File: config.mk
export PLATFORM = sky130hd
export DESIGN_NAME = pc_branch_unit
export DESIGN_NICKNAME = d
export VERILOG_FILES = /design/src/rtl/pc_branch_unit_pkg.sv /design/src/rtl/pc_branch_unit_branch_cond_eval.sv /design/src/rtl/pc_branch_unit.sv
export SDC_FILE = /design/constraint.sdc
export NUM_CORES = 1
export LEC_CHECK = 0
export BUFFER_PORTS_ARGS = -buffer_cell sky130_fd_sc_hd__buf_2
export CAP_MARGIN = 20
export CORE_ASPECT_RATIO = 1.4
export CORE_MARGIN = 4
export CORE_UTILIZATION = 47
export DETAILED_ROUTE_END_ITERATION = 7
export HOLD_SLACK_MARGIN = 0.15
export PLACE_DENSITY = 0.91
export SYNTH_ARGS = -nofsm -noshare
export SYNTH_HDL_FRONTEND = slang
export SYNTH_SLANG_ARGS = --single-unit
export TNS_END_PERCENT = 30
File: constraint.sdc
create_clock -name clk -period 2.3 [get_ports clk]
set_input_delay 0.345 -clock clk [delete_from_list [all_inputs] [get_ports clk]]
set_output_delay 0.345 -clock clk [all_outputs]
set_load 0.005 [all_outputs]
File: src/rtl/pc_branch_unit_pkg.sv
// Shared definitions for the PC/branch unit: branch condition encodings
// and the flush counter width.
package pc_branch_unit_pkg;

  // branch_cond encodings; 3'b010 and 3'b011 are reserved (never taken)
  typedef enum logic [2:0] {
    BR_EQ  = 3'b000,
    BR_NE  = 3'b001,
    BR_LT  = 3'b100,
    BR_GE  = 3'b101,
    BR_LTU = 3'b110,
    BR_GEU = 3'b111
  } br_cond_e;

  // Flush counter holds FLUSH_CYCLES in the range 1..7
  localparam int unsigned FLUSH_CNT_W = 3;

endpackage

File: src/rtl/pc_branch_unit_branch_cond_eval.sv
// Combinational branch condition evaluator: maps a condition select and
// the ULA flags to a single "condition holds" bit.
module branch_cond_eval
  import pc_branch_unit_pkg::*;
(
  input  logic [2:0] cond,
  input  logic       zero,
  input  logic       less,
  input  logic       less_u,
  output logic       cond_true
);

  // Decode the selected condition; reserved encodings are never true
  always_comb begin
    cond_true = 1'b0;
    case (cond)
      BR_EQ:   cond_true = zero;
      BR_NE:   cond_true = ~zero;
      BR_LT:   cond_true = less;
      BR_GE:   cond_true = ~less;
      BR_LTU:  cond_true = less_u;
      BR_GEU:  cond_true = ~less_u;
      default: cond_true = 1'b0;
    endcase
  end

endmodule

File: src/rtl/pc_branch_unit.sv
// Program counter and redirect unit: selects the next PC among sequential,
// branch, jump and register targets, raises a multi-cycle flush after a
// taken redirect and keeps a saturating taken-redirect counter.
module pc_branch_unit
  import pc_branch_unit_pkg::*;
#(
  parameter int unsigned           WIDTH        = 32,
  parameter logic [WIDTH-1:0]      RESET_PC     = '0,
  parameter int unsigned           PC_INC       = 1,
  parameter int unsigned           FLUSH_CYCLES = 1,
  parameter int unsigned           CNT_WIDTH    = 16
) (
  input  logic                 clk,
  input  logic                 reset,
  input  logic                 stall,
  input  logic                 branch,
  input  logic [2:0]           branch_cond,
  input  logic                 jump,
  input  logic                 jump_reg,
  input  logic                 zero,
  input  logic                 less,
  input  logic                 less_u,
  input  logic [WIDTH-1:0]     imm_target,
  input  logic [WIDTH-1:0]     jump_target,
  input  logic [WIDTH-1:0]     reg_target,
  output logic [WIDTH-1:0]     pc,
  output logic [WIDTH-1:0]     pc_seq,
  output logic                 taken,
  output logic                 flush,
  output logic [CNT_WIDTH-1:0] taken_count
);

  localparam logic [FLUSH_CNT_W-1:0] FLUSH_LOAD = FLUSH_CNT_W'(FLUSH_CYCLES);

  logic [FLUSH_CNT_W-1:0] flush_cnt;
  logic [FLUSH_CNT_W-1:0] flush_cnt_next;
  logic                   shadow;
  logic                   cond_true;
  logic [WIDTH-1:0]       target;

  assign pc_seq = pc + WIDTH'(PC_INC);

  branch_cond_eval u_cond_eval (
    .cond      (branch_cond),
    .zero      (zero),
    .less      (less),
    .less_u    (less_u),
    .cond_true (cond_true)
  );

  // Redirect decision and target select; instructions in the flush shadow are ignored
  always_comb begin
    shadow = (flush_cnt != '0);
    taken  = ~stall & ~shadow & (jump_reg | jump | (branch & cond_true));
    target = imm_target;
    if (jump_reg)  target = reg_target;
    else if (jump) target = jump_target;
  end

  // Flush counter next value: load on taken, count down on unstalled cycles
  always_comb begin
    flush_cnt_next = flush_cnt;
    if (taken)                         flush_cnt_next = FLUSH_LOAD;
    else if (shadow && !stall)         flush_cnt_next = flush_cnt - 1'b1;
  end

  // Program counter register
  always_ff @(posedge clk) begin
    if (reset)       pc <= RESET_PC;
    else if (!stall) pc <= taken ? target : pc_seq;
  end

  // Flush counter and registered flush; flush tracks the counter being nonzero
  always_ff @(posedge clk) begin
    if (reset) begin
      flush_cnt <= '0;
      flush     <= 1'b0;
    end else begin
      flush_cnt <= flush_cnt_next;
      flush     <= (flush_cnt_next != '0);
    end
  end

  // Saturating count of taken redirects
  always_ff @(posedge clk) begin
    if (reset)                              taken_count <= '0;
    else if (taken && (taken_count != '1))  taken_count <= taken_count + 1'b1;
  end

endmodule

==> impl_results.md <==
* Post-DRT Antenna Nets at 0
* Routed vias at 4,822
* Die H at 117 um
* Status: finished with violations
* EDFF count, synth at 0
* Inserted Diodes at 0
* Fraction of registers with async set or reset after synthesis at 0%
* Routed length on met3 at 1290 um
* Routed length on met1 at 5050 um
* Area delta synth->final at 42.0%
* Non-Filler Instances at 803
* Mapped cell area at 3960 um^2
* Drc violations at 0
* Top FF cell, synth: dfxtp_1
* Flops & latches, synth at 52
* Post-Syn Instances at 492
* Starting Density at 48.3%
* WP data required at 1.96 ns
* Crit path capture type: output pin
* Yosys cell types at 62
* Worst Tran Pin Value at 0.471 ns
* Final WL at 14,700 um
* Min cycle time layout at 2.46 ns
* Highest Clock Rate at 0.406 GHz
* Sequential area share after synthesis at 26.3%
* Worst hold path type: input port to register
* Critical Path AT at 2.12 ns
* P per Cell Area at 636 nW/um^2
* Global Route Usage Sum at 27.6%
* HPWL after DPL at 11,100 um
* Cts hold-fix bufs at 0
* Tcrit/Tclk final at 107%
* DRT iter0 DRCs at 355
* CTS tree: done
* Drt first pass iters at 7
* Post-Layout Inst Area at 5620 um^2
* CTS sink count at 52
* Skew-Pair Late Insertion Delay at 0.29 ns
* Commonest non-fill, non-tap cell in the layout: buf_2
* Max FO, Critical Path at 3
* Vias per cell at 6.00
* Crit Path Class: register to output pin
* PnR worst setup slack at -0.161 ns
* Failing checks: negative setup slack
* Nets at 812
* Highest Signal Layer: met4
* Met2 WL at 7730 um
* Routed length per instance at 18.3 um
* Share of layout cells above drive strength 1 at 45.2%
* Global-route wire length before repair at 22,200 um
* Syn Area/Cell at 8.04 um^2
* Hold Vio Cnt, Final at 0
* Leak pwr at 2.67 nW
* H-tree depth reported by CTS at 2
* Clock-pin slew on the worst setup and hold paths at 0.07 ns
* CTS Buffer Depth at 2
* # rows at 39
* Cts bufs inserted at 5
* RSZ-0062 raised after global routing: yes
* Die X at 85.6 um
* Rel. slew slack at 68.5%
* Initial antenna violation count at 0
* CTS root buffer: clkbuf_16
* Pins over their slew limit at 0
* Routability cong. at 0.935
* Yosys Warn Count at 0
* Vias in the first global route at 4,779
* Critical Path Source Type: register
* Commonest cells after routing, fill and taps aside: 189 x buf_2, 46 x buf_4, 40 x dfxtp_1
* Placed insts at 792
* Final core utilization at 68.6%
* Core Box Area at 8200 um^2
* Maxcap violations at 0
* Io pins at 190
* Peak supply drop at 500 uV
* Dpl cell area at 5250 um^2
* PortBufs at 189
* GRT overflow at 0
* Area of the die at 9970 um^2
* Setup Skew at 0.00338 ns
* # setup viols final at 11
* Largest net degree at the start of global routing at 37
* Syn nets at 604
==> cell families after synthesis <==
| logic type | share of synthesized area (%) |
|---|---|
| compound gates | 21.1 |
| buf+inv | 5.28 |
| mux | 14.6 |
| fa+ha+maj | 1.26 |
| xor+xnor | 7.30 |
| simple gates | 24.2 |
| flops | 26.3 |
==> state kept, by name (all words and copies together), names as in the netlist <==
signal       cells
flush            1
flush_cnt        3
pc              32
taken_count     16
==> power by group <==
part	leakage, nW	total [mW]	internal [mW]	switching (mW)
registers	0.429	1.19	1.05	0.134
logic	2.17	1.63	0.755	0.874
clock network	0.0712	0.757	0.435	0.322
==> per-stage QoR <==
stage                     TNS (ns)  hold slack [ns]  power (mW)  worst slack, ns
after global placement           0            0.471        2.67           0.0954
after detailed placement         0            0.487        2.75           0.0585
final                       -0.688            0.433        3.57           -0.161
after CTS                   -0.387            0.435        3.51           -0.141
after global routing         -1.88            0.480        3.78           -0.205
after floorplan                  0            0.477        2.03           0.0487
==> Yosys cell counts (2+ instances only) <==
library cell | count | area share (%)
o21ai_0 | 33 | 4.2
o311ai_0 | 2 | 0.44
nor2_1 | 19 | 1.8
or2_2 | 2 | 0.32
nand3_2 | 2 | 0.51
buf_2 | 9 | 1.1
and4_1 | 5 | 1.1
xnor2_1 | 22 | 4.9
inv_1 | 13 | 1.2
and3_1 | 7 | 1.1
a21oi_1 | 38 | 4.8
nor4_4 | 2 | 1.1
a221oi_1 | 5 | 1.1
o21a_1 | 8 | 1.5
o221a_2 | 2 | 0.57
a31oi_1 | 7 | 1.1
nand2b_1 | 3 | 0.47
and2_1 | 6 | 0.95
clkbuf_1 | 23 | 2.2
a211o_1 | 3 | 0.66
clkbuf_2 | 2 | 0.25
or4_1 | 7 | 1.3
o211a_1 | 5 | 1.3
nand2_1 | 37 | 3.5
ha_1 | 4 | 1.3
a22oi_1 | 3 | 0.57
mux2_2 | 21 | 6.0
buf_1 | 4 | 0.38
nor4_1 | 6 | 0.95
o22ai_1 | 2 | 0.32
a31o_2 | 3 | 0.66
xor2_1 | 11 | 2.4
or3_1 | 14 | 2.2
nor3_1 | 7 | 0.89
nand4_1 | 16 | 2.5
o31ai_1 | 4 | 0.76
mux2i_1 | 34 | 8.6
dfxtp_1 | 52 | 26
nand3_1 | 26 | 3.3
==> critical path, stage by stage, from the launching register on <==
cell and delay [ns]:
dfxtp_2 0.36, nand4_4 0.12, or4_4 0.54, or4_4 0.48, xnor2_4 0.18, buf_2 0.14
==> path summary, 6_finish.rpt <==
| kind | cells past startpoint | slack [ns] | startpoint | to |
|---|---|---|---|---|
| setup reg to reg | 8 | 0.27 | pc[1] | pc[18] |
| setup / recovery | 5 | -0.16 | pc[7] | pc_seq[23] |
| hold reg to reg | 2 | 0.50 | taken_count[11] | taken_count[11] |
| hold / removal | 3 | 0.43 | reg_target[1] | pc[1] |
==> final cells by class <==
class / count / area, um^2
Multi-Input combinational cell: 388 / 2880
Clock buffer: 8 / 146
Timing Repair Buffer: 239 / 1350
Fill cell: 638 / 2580
Tap cell: 102 / 128
Sequential cell: 52 / 1060
Inverter: 14 / 55.1
==> repair_timing <==
action,in CTS,in global routing
setup buffers,0,3
resized for setup,18,25
endpoints found under the setup margin,16,21
pin swaps,3,5
==> per-layer routing <==
metal | GRT usage, % | vias to the layer above
met5 | 0 | -
li1 | - | 2262
met2 | 51.5 | 271
met4 | 14.8 | 0
met3 | 6.21 | 59
met1 | 28.3 | 2230
Power figures use the tool's default switching activity.
